### src/rtl/lbr_record_unit.sv
// Last-branch-record ring: logs taken transfers, serves age-relative reads and clears.
// Reads return one cycle after the request; no backpressure, stall freezes all state and drops the request.
module lbr_record_unit #(
  parameter int DATA_WIDTH   = 32,
  parameter int ADDRESS_BITS = 20,
  parameter int DEPTH        = 8,
  parameter int INDEX_BITS   = 3
) (
  input  logic                    clock,
  input  logic                    reset,
  input  logic                    stall,
  input  logic [1:0]              lbrReq_memory,
  input  logic [1:0]              next_PC_select_memory,
  input  logic [ADDRESS_BITS-1:0] PC_memory,
  input  logic [ADDRESS_BITS-1:0] JAL_target_memory,
  input  logic [ADDRESS_BITS-1:0] JALR_target_memory,
  input  logic [DATA_WIDTH-1:0]   ALU_result_memory,
  output logic [DATA_WIDTH-1:0]   lbr_rdata,
  output logic                    lbr_rvalid,
  output logic [INDEX_BITS:0]     lbr_count,
  output logic                    lbr_overflow
);

  localparam logic [1:0] REQ_RECORD = 2'b01;
  localparam logic [1:0] REQ_READ   = 2'b10;
  localparam logic [1:0] REQ_CLEAR  = 2'b11;

  localparam logic [1:0] SEL_BRANCH = 2'b01;
  localparam logic [1:0] SEL_JAL    = 2'b10;
  localparam logic [1:0] SEL_JALR   = 2'b11;

  localparam logic [INDEX_BITS-1:0] PTR_ONE  = 1;
  localparam logic [INDEX_BITS:0]   CNT_ONE  = 1;
  localparam logic [INDEX_BITS:0]   CNT_FULL = (INDEX_BITS+1)'(DEPTH);

  typedef struct packed {
    logic [ADDRESS_BITS-1:0] from_pc;
    logic [ADDRESS_BITS-1:0] to_pc;
  } lbr_rec_t;

  lbr_rec_t rec_mem [DEPTH];

  logic [INDEX_BITS-1:0]   wr_ptr;
  logic                    taken;
  logic                    rec_we;
  logic [ADDRESS_BITS-1:0] to_addr;
  logic [INDEX_BITS-1:0]   rd_idx;
  logic                    rd_field;
  logic [INDEX_BITS-1:0]   rd_slot;
  logic                    rd_hit;
  logic [ADDRESS_BITS-1:0] rd_addr;
  logic [DATA_WIDTH-1:0]   rdata_next;
  logic                    unused_alu_bits;

  assign unused_alu_bits = ^ALU_result_memory[DATA_WIDTH-1:INDEX_BITS+1];

  always_comb begin
    taken = 1'b0;
    case (next_PC_select_memory)
      SEL_BRANCH: taken = ALU_result_memory[0];
      SEL_JAL:    taken = 1'b1;
      SEL_JALR:   taken = 1'b1;
      default:    taken = 1'b0;
    endcase
  end

  assign to_addr = (next_PC_select_memory == SEL_JALR) ? JALR_target_memory : JAL_target_memory;
  assign rec_we  = !reset && !stall && (lbrReq_memory == REQ_RECORD) && taken;

  // Index 0 is the newest record, i.e. the slot just behind the write pointer.
  assign rd_idx   = ALU_result_memory[INDEX_BITS-1:0];
  assign rd_field = ALU_result_memory[INDEX_BITS];
  assign rd_slot  = wr_ptr - PTR_ONE - rd_idx;
  assign rd_hit   = {1'b0, rd_idx} < lbr_count;

  always_comb begin
    rd_addr    = rd_field ? rec_mem[rd_slot].to_pc : rec_mem[rd_slot].from_pc;
    rdata_next = '0;
    if (rd_hit) begin
      rdata_next = DATA_WIDTH'(rd_addr);
    end
  end

  always_ff @(posedge clock) begin
    if (rec_we) begin
      rec_mem[wr_ptr] <= '{from_pc: PC_memory, to_pc: to_addr};
    end
  end

  always_ff @(posedge clock) begin
    if (reset) begin
      wr_ptr       <= '0;
      lbr_count    <= '0;
      lbr_overflow <= 1'b0;
      lbr_rvalid   <= 1'b0;
      lbr_rdata    <= '0;
    end else begin
      lbr_rvalid <= 1'b0;
      if (!stall) begin
        case (lbrReq_memory)
          REQ_RECORD: begin
            if (taken) begin
              wr_ptr <= wr_ptr + PTR_ONE;
              if (lbr_count == CNT_FULL) begin
                lbr_overflow <= 1'b1;
              end else begin
                lbr_count <= lbr_count + CNT_ONE;
              end
            end
          end
          REQ_READ: begin
            lbr_rvalid <= 1'b1;
            lbr_rdata  <= rdata_next;
          end
          REQ_CLEAR: begin
            wr_ptr       <= '0;
            lbr_count    <= '0;
            lbr_overflow <= 1'b0;
          end
          default: ;
        endcase
      end
    end
  end

endmodule

### config.mk
export PLATFORM = sky130hd
export DESIGN_NAME = lbr_record_unit
export DESIGN_NICKNAME = d
export VERILOG_FILES = /design/src/rtl/lbr_record_unit.sv
export SDC_FILE = /design/constraint.sdc
export NUM_CORES = 1
export LEC_CHECK = 0
export ABC_AREA = 1
export CORE_MARGIN = 4
export CORE_UTILIZATION = 45
export CTS_BUF_LIST = sky130_fd_sc_hd__clkbuf_8 sky130_fd_sc_hd__clkbuf_16
export DETAILED_ROUTE_END_ITERATION = 16
export PLACE_DENSITY = 0.67
export SETUP_SLACK_MARGIN = 0.2
export SYNTH_ARGS = -nofsm -noshare
export SYNTH_HDL_FRONTEND = slang
export SYNTH_SLANG_ARGS = --single-unit
### constraint.sdc
create_clock -name clock -period 4.9 [get_ports clock]
set_input_delay 0.98 -clock clock [delete_from_list [all_inputs] [get_ports clock]]
set_output_delay 0.98 -clock clock [all_outputs]
set_load 0.02 [all_outputs]
* Word-level counts from Yosys, hierarchy flattened
Memory sizes are Yosys's and may differ from the RTL's.
Cells that the tools add are included.
** Storage, ports and cells
- Input port bits :: 99
- Output and inout bits :: 38
- Bits in writable memories :: 320
- Memories kept :: 1
- Bits in registers :: 41
** Memory list
- rec_mem :: depth 8, width 40, rd ports 1, clocked after Yosys merged registers in 0, wr ports 1, line 41 : lbr_rec_t rec_mem [DEPTH];
** Operators by class
- Reductions and logical operators :: 12
- Order comparisons :: 1
- Bitwise operators :: 1
- Equal/unequal tests :: 10
- Multiplexer cells :: 15
- $add $sub $neg :: 4
** Operators with widths (number)
- 20-bit two-way mux :: 3
- 2-bit == test, second input constant :: 4
- 4-bit two-way mux :: 2
- 4-bit case mux with 2 select lines :: 1
- 4-bit AND reduction :: 2
- 3-bit case mux with 2 select lines :: 1
- 1-bit two-way mux :: 5
- 4-bit by 1-bit adder with 4-bit output, second input constant :: 1
- 2-bit by 1-bit == test with 1-bit output, second input constant :: 2
- 4-bit == test, second input constant :: 1
- 3-bit by 4-bit less-than comparator with 1-bit output :: 1
- 2-bit != test, second input constant :: 2
- 1-bit case mux with 2 select lines :: 2
- 2-bit OR reduction :: 2
- 3-bit by 1-bit adder with 3-bit output, second input constant :: 1
- 1-bit logical AND :: 3
- 3-bit two-way mux :: 1
- 3-bit AND reduction :: 1
- 3-bit by 1-bit subtractor with 3-bit output, second input constant :: 1
- 3-bit subtractor :: 1
- 1-bit zero test :: 2
- 2-bit by 1-bit != test with 1-bit output, second input constant :: 1
- 2-bit AND reduction :: 1
- 2-bit nonzero test :: 1
- 1-bit NOT :: 1

* Longest topological paths before layout
- Word-level depth :: 6
- Mapped depth :: 13

* Worst setup path before layout
No wires, ideal clock.
- Kind :: input port to flip-flop
- Start point :: in next_PC_select_memory[0]
- End point :: mem rec_mem[0][0] (netlist name) (enable)
- Path buffers :: 0
- Setup slack :: 193 ps
- Setup time :: 487 ps
- Arrival time :: 4220 ps
- Stages :: 5
- Data required time :: 4413 ps
- Path through :: a21o_1 -> nand3_1 -> nor3_1 -> nand2_1 -> nor3_1
** On the way
- Longest elaborated chain between the ends :: 6
** Ends and longest elaborated chain
- start: declaration :: line 13 : input logic [1:0] next_PC_select_memory,
- 2-bit == test :: line 59 : case (next_PC_select_memory)
- 2-bit OR reduction (no line)
- 1-bit case mux with 2 select lines * :: line 59
- 1-bit logical AND * :: line 68 : assign rec_we = !reset && !stall && (lbrReq_memory == REQ_RECORD) && taken;
- 1-bit two-way mux * :: line 85 : if (rec_we) begin
- 1-bit two-way mux (not written as such) * :: line 86 : rec_mem[wr_ptr] <= '{from_pc: PC_memory, to_pc: to_addr};
- end: declaration :: line 41
Mark *: on every way between the ends. The rest lies on a longest branch, timed or not.

* Worst setup path after layout
- Start point :: in ALU_result_memory[0]
- End point :: reg lbr_rdata[10]
** On the way
- Longest elaborated chain between the ends :: 4
** Ends and longest elaborated chain
- start: declaration :: line 17 : input logic [DATA_WIDTH-1:0] ALU_result_memory,
- 3-bit subtractor :: line 73 : assign rd_slot = wr_ptr - PTR_ONE - rd_idx;
- memory 8 x 40 bit
- 20-bit two-way mux :: line 77 : rd_addr = rd_field ? rec_mem[rd_slot].to_pc : rec_mem[rd_slot].from_pc;
- 20-bit two-way mux * :: line 79 : if (rd_hit) begin
- end signal: assignment :: line 113 : lbr_rdata <= rdata_next;
- end: declaration :: line 18 : output logic [DATA_WIDTH-1:0] lbr_rdata,
Marked as above.
A chain may end at the register's enable or synchronous reset.

==> results.sh <==
export IMPL_status="complete, no violations"
export IMPL_postRouteWirelength_um=35200
export IMPL_worst_pin_slew_ps=996.6
export IMPL_drt_iter0_markers=848
export IMPL_syn_area_per_cell_sq_um=9.626
export IMPL_ys_warn_count=0
export IMPL_path_clk_slew_ps=60
export IMPL_wire_per_inst_um=16.18
export IMPL_die_width_um=193.8
export IMPL_cts_root_buffer="clkbuf_16"
export IMPL_ant_nets=0
export IMPL_worstPathRequired_ps=5290
export IMPL_worstSetupStartpointType="input pin"
export IMPL_area_growth_pct=16.26
export IMPL_start_util_pct=45.96
export IMPL_vias_per_cell=4.853
export IMPL_numCtsBuffers=36
export IMPL_cts_resized=0
export IMPL_finalCriticalPeriod_ps=3518
export IMPL_clock_sinks=349
export IMPL_dp_slack_ps=882.3
export IMPL_critPathCaptureType="flop"
export IMPL_synth_ff_type="edfxtp_1"
export IMPL_p_leak_nw=7.658
export IMPL_drive_above_1_share_pct=6.199
export IMPL_rows=67
export IMPL_grt_pass1_vias=10028
export IMPL_relSlewSlack_pct=33.56
export IMPL_htree_levels=2
export IMPL_final_area_sq_um=18050
export IMPL_core_area_sq_um=33780
export IMPL_yosys_area_top_type="edfxtp_1"
export IMPL_firstDrtPassIters=5
export IMPL_clkPwrFrac_pct=38.2
export IMPL_async_flop_share_pct=0
export IMPL_yosys_area_top_type_share_pct=61.89
export IMPL_powerDensity_nw_per_um2=359.3
export IMPL_ys_ff_latch=349
export IMPL_cts_setup_buffers=0
export IMPL_ir_worst_vdd_mv=0.2090
export IMPL_cp_arrival_ps=3900
export IMPL_power_frac_comb_pct=11.3
export IMPL_worst_clock_skew_ps=20.61
export IMPL_dieArea_sq_um=37540
export IMPL_nNetsFinal=1804
export IMPL_clockBufferDepth=3
export IMPL_dp_hpwl_um=19410
export IMPL_setup_tns_ps=0
export IMPL_timing_final_crit_share_pct=71.80
export IMPL_globalRouteTotalUtil_pct=18.09
export IMPL_p_seq_share_pct=50.6
export IMPL_synth_distinct_cells=23
export IMPL_finalWorstSetupSlack_ps=1382
export IMPL_place_area_sq_um=16970
export IMPL_total_power_mw=6.487
export IMPL_slew_viol_final=0
export IMPL_nFillCells=2858
export IMPL_setup_violations=0
export IMPL_syn_cell_area_sq_um=15530
export IMPL_synth_common_cells="nand2_1 (492), edfxtp_1 (320), inv_1 (260), nor2_1 (206), nand3_1 (148)"
export IMPL_fmax_ghz=0.2842
export IMPL_die_y_um=193.8
export IMPL_r2r_slack_ps=1920
export IMPL_synth_edf_count=320
export IMPL_netSwitchingPower_mw=1.564
export IMPL_rsz0062_at_grt="false"
export IMPL_gr_total_overflow=0
export IMPL_grt_pass1_wl_um=54050
export IMPL_cts_hold_buf=0
export IMPL_synth_cells=1613
export IMPL_critical_path_max_fanout=41
export IMPL_synth_most_common_cell="nand2_1"
export IMPL_p_sw_share_pct=24.11
export IMPL_clk_latency_ps=530
export IMPL_intPower_mw=4.923
export IMPL_vias=10556
export IMPL_path_class="input pin to flop"
export IMPL_cts_tree="yes"
export IMPL_antenna_found_initial=1
export IMPL_gp_routability_congestion=0.7623
export IMPL_yosysSeqAreaShare_pct=65.62
export IMPL_port_buffers=96
export IMPL_drc_errors=0
export IMPL_synth_area_leaders="edfxtp_1 (62%), nand2_1 (12%), inv_1 (6.3%)"
export IMPL_grt_max_degree=238
export IMPL_hold_class="flop to flop"
export IMPL_maxCapViolCount=0
export IMPL_finalHoldViolations=0
export IMPL_io_pins=137
[critical path, cell delays in order]
cell             delay (ps)
clkdlybuf4s50_1         530
inv_1                    90
ha_4                    160
fa_4                    790
inv_2                   120
buf_4                   480
nand2_1                 110
nor2_1                  100
nor2_1                   60
nand2_1                  50
nand3_1                 170
nand3_1                 170
a21oi_1                  70
[area by class of cell]
type	instances	area, sq um	area share (%)
flip-flops and latches	349	10190	56.45
multi-input cells	928	4038	22.37
repair buffers	121	1199	6.640
inverters	262	983.4	5.448
clock buffers	39	953.4	5.281
well taps	448	560.5	3.105
clock inverters	27	126.4	0.7000
diodes	1	2.502	0.01386
[cells in the final DEF (no fill, tap or decap), types with 5 or more instances in the layout]
master,count
ha_1,5
a21oi_1,26
buf_4,21
clkbuf_16,37
clkinv_1,7
dfxtp_1,29
nand3_1,148
edfxtp_1,320
nand2_1,492
nor3_1,5
clkdlybuf4s50_1,96
nor2_1,200
o21ai_0,5
mux2_2,20
inv_1,270
conb_1,12
nor2_4,6
clkinv_2,5
[final timing paths]
check | startpoint | end | depth (start not counted)
setup / recovery | ALU_result_memory[0] | lbr_rdata[10]$_SDFFE_PP0P_ | 13
hold / removal | lbr_rdata[18]$_SDFFE_PP0P_ | lbr_rdata[18]$_SDFFE_PP0P_ | 2
setup reg to reg | wr_ptr[1]$_SDFFE_PP0P_ | lbr_rdata[10]$_SDFFE_PP0P_ | 10
hold reg to reg | lbr_rdata[18]$_SDFFE_PP0P_ | lbr_rdata[18]$_SDFFE_PP0P_ | 2
[cells by family after synthesis]
group | count (synthesis) | synth area share [%]
fa+ha+maj | 7 | 0.6124
buf+inv | 347 | 9.202
mux | 20 | 1.450
compound gates | 34 | 1.136
simple gates | 855 | 21.95
other cells | 1 | 0.02415
flops | 349 | 65.62
[per-stage QoR]
| stage | std cells | utilization (%) | hold WS [ps] |
|---|---|---|---|
| after floorplan | 1624 | - | 480.9 |
| after global placement | 2108 | 50.23 | 453.4 |
| after global routing | 2175 | 53.44 | 491.8 |
| final | 2175 | 53.44 | 462.2 |
| after detailed placement | 2108 | 50.23 | 457.2 |
| after CTS | 2174 | 53.43 | 466.1 |
[routing by layer]
layer  routed length (um)  track usage [%]  vias to the layer above
met3                 2022            2.415                       54
met4                  883            5.980                        0
met2                17350            31.97                      316
li1                     -                -                     5240
met1                14940            23.12                     4946
met5                    0                0                        -
[power by group through the flow]
stage               clock network, mW  logic [mW]  registers [mW]
detailed placement                  0       0.729            3.34
global placement                    0       0.712            3.34
global route                     2.64       0.818            3.28
CTS                              2.52       0.732            3.28
finish                           2.48       0.730            3.28
floorplan                           0       0.492            3.35
[sequential cells by signal, summed over array words and instances (netlist names)]
| register | count |
|---|---|
| lbr_count | 4 |
| lbr_overflow | 1 |
| lbr_rdata | 20 |
| lbr_rvalid | 1 |
| rec_mem | 320 |
| wr_ptr | 3 |
Power figures use the tool's default switching activity.
